[config.mk]
export PLATFORM = sky130hd
export DESIGN_NAME = fsm_bit_serializer
export DESIGN_NICKNAME = d
export VERILOG_FILES = /design/src/rtl/fsm_seq_pkg.sv /design/src/rtl/fsm_bit_serializer.sv
export SDC_FILE = /design/constraint.sdc
export NUM_CORES = 1
export LEC_CHECK = 0
export ABC_AREA = 0
export CORE_MARGIN = 2
export CORE_UTILIZATION = 24
export CTS_BUF_LIST = sky130_fd_sc_hd__clkbuf_4
export CTS_CLUSTER_DIAMETER = 40
export DETAILED_ROUTE_END_ITERATION = 8
export GPL_TIMING_DRIVEN = 0
export PLACE_DENSITY_LB_ADDON = 0.08
export SLEW_MARGIN = 30
export SYNTH_ARGS = -nofsm -noshare
export SYNTH_HDL_FRONTEND = slang
export SYNTH_SLANG_ARGS = --single-unit
[constraint.sdc]
create_clock -name clk -period 1.4 [get_ports clk]
set_clock_uncertainty 0.05 [all_clocks]
set_input_delay 0.42 -clock clk [delete_from_list [all_inputs] [get_ports clk]]
set_output_delay 0.42 -clock clk [all_outputs]
set_load 0.05 [all_outputs]
[src/rtl/fsm_seq_pkg.sv]
// Shared types and constants for the 1011010 sequence-detector slice.
// Used by the bit serializer, the detector and their benches.
package fsm_seq_pkg;

  typedef enum logic {
    IDLE  = 1'b0,
    SHIFT = 1'b1
  } state_t;

  localparam int DEFAULT_WIDTH = 8;

  localparam logic [6:0] DET_PATTERN = 7'b1011010;

endpackage : fsm_seq_pkg

[src/rtl/fsm_bit_serializer.sv]
// Parallel-to-serial feeder: valid/ready word in, one bit per accepted cycle out.
// MSB-first by default; define SER_LSB_FIRST_EN for LSB-first output.
module fsm_bit_serializer
  import fsm_seq_pkg::*;
#(
  parameter  int WIDTH = DEFAULT_WIDTH,
  localparam int CNT_W = $clog2(WIDTH)
) (
  input  logic             clk,
  input  logic             reset,
  input  logic [WIDTH-1:0] in_data,
  input  logic             in_valid,
  output logic             in_ready,
  output logic             ser_bit,
  output logic             ser_valid,
  input  logic             ser_ready,
  output logic             word_done,
  output logic             busy
);

  localparam logic [CNT_W-1:0] LAST_CNT = CNT_W'(WIDTH - 1);

  state_t           state_q, state_d;
  logic [WIDTH-1:0] shreg_q, shreg_d;
  logic [CNT_W-1:0] cnt_q, cnt_d;
  logic             last, xfer, accept;

  assign ser_valid = (state_q == SHIFT);
  assign busy      = ser_valid;
  assign last      = (cnt_q == LAST_CNT);
  assign xfer      = ser_valid && ser_ready;
  assign word_done = xfer && last;
  // Reset gates in_ready so no word is acknowledged while reset is held.
  assign in_ready  = reset && ((state_q == IDLE) || (last && xfer));
  assign accept    = in_valid && in_ready;

`ifdef SER_LSB_FIRST_EN
  assign ser_bit = shreg_q[0];
`else
  assign ser_bit = shreg_q[WIDTH-1];
`endif

  always_comb begin
    // NOTE: every next-state signal gets a hold default first so no path
    // through the case leaves one unassigned, which would infer a latch.
    state_d = state_q;
    shreg_d = shreg_q;
    cnt_d   = cnt_q;
    unique case (state_q)
      IDLE: begin
        if (accept) begin
          state_d = SHIFT;
          shreg_d = in_data;
          cnt_d   = '0;
        end
      end
      SHIFT: begin
        if (xfer) begin
          if (!last) begin
`ifdef SER_LSB_FIRST_EN
            shreg_d = shreg_q >> 1;
`else
            shreg_d = shreg_q << 1;
`endif
            cnt_d = cnt_q + CNT_W'(1);
          end else if (accept) begin
            // Chain the next word on the same edge: no gap bit between words.
            shreg_d = in_data;
            cnt_d   = '0;
          end else begin
            state_d = IDLE;
            shreg_d = '0;
            cnt_d   = '0;
          end
        end
      end
      default: state_d = IDLE;
    endcase
  end

  // NOTE: sequential state uses non-blocking assignments so every register
  // samples the pre-edge values regardless of statement order.
  always_ff @(posedge clk or negedge reset) begin
    if (!reset) begin
      state_q <= IDLE;
      shreg_q <= '0;
      cnt_q   <= '0;
    end else begin
      state_q <= state_d;
      shreg_q <= shreg_d;
      cnt_q   <= cnt_d;
    end
  end

endmodule : fsm_bit_serializer

==> out/results.ini, run 1 <==
[status]
outcome=complete, but fails checks
violations=negative setup slack

[timing]
final.setup.worst_slack_ps=-411.6
worstMarginPinSlew_ps=593.8
finalHoldViolCount=0
slew_viol_final=0
timing.fmax_mhz=552.0
setup_viol=12
fin_crit_sh=1.294
rsz0062_at_grt=true
finalCriticalPeriod_ps=1812
max_slew_margin=0.6028

[die]
fp.dieW_um=56.62
die_h_um=56.62
die_area_um2=3205
start_util=0.2473
row_count=19
pin_count=17
coreArea_um2=2686

[power_and_ir_drop]
intPower_mw=1.251
clkPwrFrac=0.107
ir_drop_mv=0.7995
p_switching_uw=845.3
switching_share=0.4032
power.density_nw_per_um2=1874
p_comb_frac=0.598
seq_power_share=0.294
p_leak_nw=0.4717

[layout]
fin_util=0.4164
antennaDiodeCount=0
final_common_cell=dfrtp_1
final_cells=126
area_growth_syn_to_layout_pct=68.36
final_nets=110
final_cell_mix=11 x dfrtp_1, 9 x clkdlybuf4s50_1, 8 x nand2_2, 8 x buf_6, 8 x buf_4
drive_gt1_frac=0.5789

[worst_setup_path]
arrival_ps=1340
critPathLaunchType=primary input
critPathCaptureType=output port
cp_data_required_time_ps=930
worst-setup-path-type=primary input to output port
cp_max_fo=4

[worst_hold_path]
min_path_type=primary input to flop

[clock_tree]
cts_buffers=3
clkTransAtPathRegs_ps=80
clock_latency_ps=270
htree_levels=1
cts_buffer_depth=2
cts_tree=done
cts_sinks=12
cts_root_buf=clkbuf_4

[job]
maxCapViolations=0

[drt]
dr_total_vias=598
drtPass1Iterations=2
viasPerCell=4.746
route.detailed.drc=0
wl_mm=1.637
antenna_left=0
drtIter0Drc=4
wl_per_cell_um=12.99

[yosys]
yosys.cell_types.count=20
synthesis.area_um2=664.4
avgSynthCellArea_um2=10.38
yosysSeqAreaShare=0.4520
ys.flop_type=dfrtp_1
ys_seq_elements=12
synthesis.instances=64
yosysWarnings=0
ys_async_sr_fraction=1.000
synth_edf_count=0
synth_fp_nets=78

[grt]
grt_pass1_vias=641
grt_max_degree=13
antenna_found_initial=0
overflow=0
grt_usage=0.1174
grt_pass1_wl_mm=2.856

[place]
place_inst=111
gp_congestion=0.6824
dp_slack_ps=-1550
portBuffers=16
dp_hpwl_mm=1.083

-- cell families after synthesis --
logic type	after synthesis	share of synthesized area
and+or+nand+nor	23	0.1733
AOI/OAI and AO/OA	21	0.2749
DFF	12	0.4520
buffers and inverters	6	0.06215
adders and majority gates	2	0.03766
-- power by group through the flow --
stage	Sequential, mW	Clock, mW	Combinational, mW
3_5_place_dp	0.630	0	0.912
6_report	0.617	0.225	1.25
2_1_floorplan	0.685	0	0.617
4_1_cts	0.607	0.244	1.20
5_1_grt	0.640	0.263	1.38
3_3_place_gp	0.626	0	0.910
-- cell type report --
class | instances | area, um^2
buffer | 4 | 45.04
tap | 31 | 38.79
sequential | 12 | 301.5
fill | 278 | 1568
clock buffer | 3 | 22.52
clock inverter | 1 | 3.754
timing repair buffer | 28 | 269.0
inverter | 1 | 3.754
multi-input combinational | 46 | 434.2
-- synthesized netlist by cell type, drive strengths merged, types with 2 or more instances --
| cell type | count | area, um^2 |
|---|---|---|
| clkbuf | 2 | 7.510 |
| nand2 | 8 | 30.03 |
| dfrtp | 12 | 300.3 |
| o22a | 2 | 17.52 |
| buf | 3 | 30.03 |
| nor3 | 7 | 35.03 |
| nor2 | 2 | 7.510 |
| a31oi | 7 | 87.58 |
| ha | 2 | 25.02 |
| a22o | 4 | 35.03 |
| o21ai | 7 | 35.03 |
-- worst paths after layout --
| kind | slack (ps) | to | startpoint | depth (start not counted) |
|---|---|---|---|---|
| min in group asynchronous | 690 | shreg_q[3] | reset | 2 |
| max in group asynchronous | 190 | busy | reset | 2 |
| worst min-delay path | 400 | busy | reset | 2 |
| worst max-delay path | -410 | in_ready | ser_ready | 4 |
| worst max register to register | -280 | shreg_q[0] | cnt_q[1] | 7 |
| worst min register to register | 490 | shreg_q[0] | shreg_q[0] | 1 |
-- stage by stage --
stage | power (mW) | hold WS [ps] | setup TNS [ps] | cell area (um^2)
3_3_place_gp | 1.536 | 446.9 | -14830 | 895.9
3_5_place_dp | 1.541 | 450.8 | -14800 | 895.9
4_1_cts | 2.047 | 388.2 | -2610 | 1084
6_report | 2.096 | 396.3 | -2439 | 1119
5_1_grt | 2.282 | 424.5 | -3299 | 1119
2_1_floorplan | 1.302 | 74.41 | -1006 | 696.9
-- sequential cells by signal (all words and copies together) (netlist names) --
name	flops
busy	1
shreg_q	8
cnt_q	3
-- timing repair --
action                                  CTS  global route
hold buffers                              1             0
setup buffers                            10             1
endpoints found under the setup margin   17            15
pin swaps                                18             2
hold endpoints to repair                 12             0
gates resized for setup                  70            11
-- critical path, cell delays in order --
cell	delay (ps)
clkdlybuf4s50_1	530
nand2_2	90
a21boi_4	130
buf_6	170
-- per-layer routing --
metal,global-route usage,share of wire,routed length (um),vias up
met3,0.05300,0.044,72,2
met1,0.1429,0.46,751,285
met5,0,0,0,-
li1,-,-,-,301
met2,0.1927,0.48,793,10
met4,0.02041,0.012,19,0
(Power assumes the default switching activity.)
==> run 2, diff against run 1 <==
--- a/config.mk
+++ b/config.mk
@@ -5,7 +5,6 @@
 export SDC_FILE = /design/constraint.sdc
 export NUM_CORES = 1
 export LEC_CHECK = 0
-export ABC_AREA = 0
 export CORE_MARGIN = 2
 export CORE_UTILIZATION = 24
 export CTS_BUF_LIST = sky130_fd_sc_hd__clkbuf_4
==> results of run 2 <==
Final layout, timing and power as in run 1 (identical DEF).
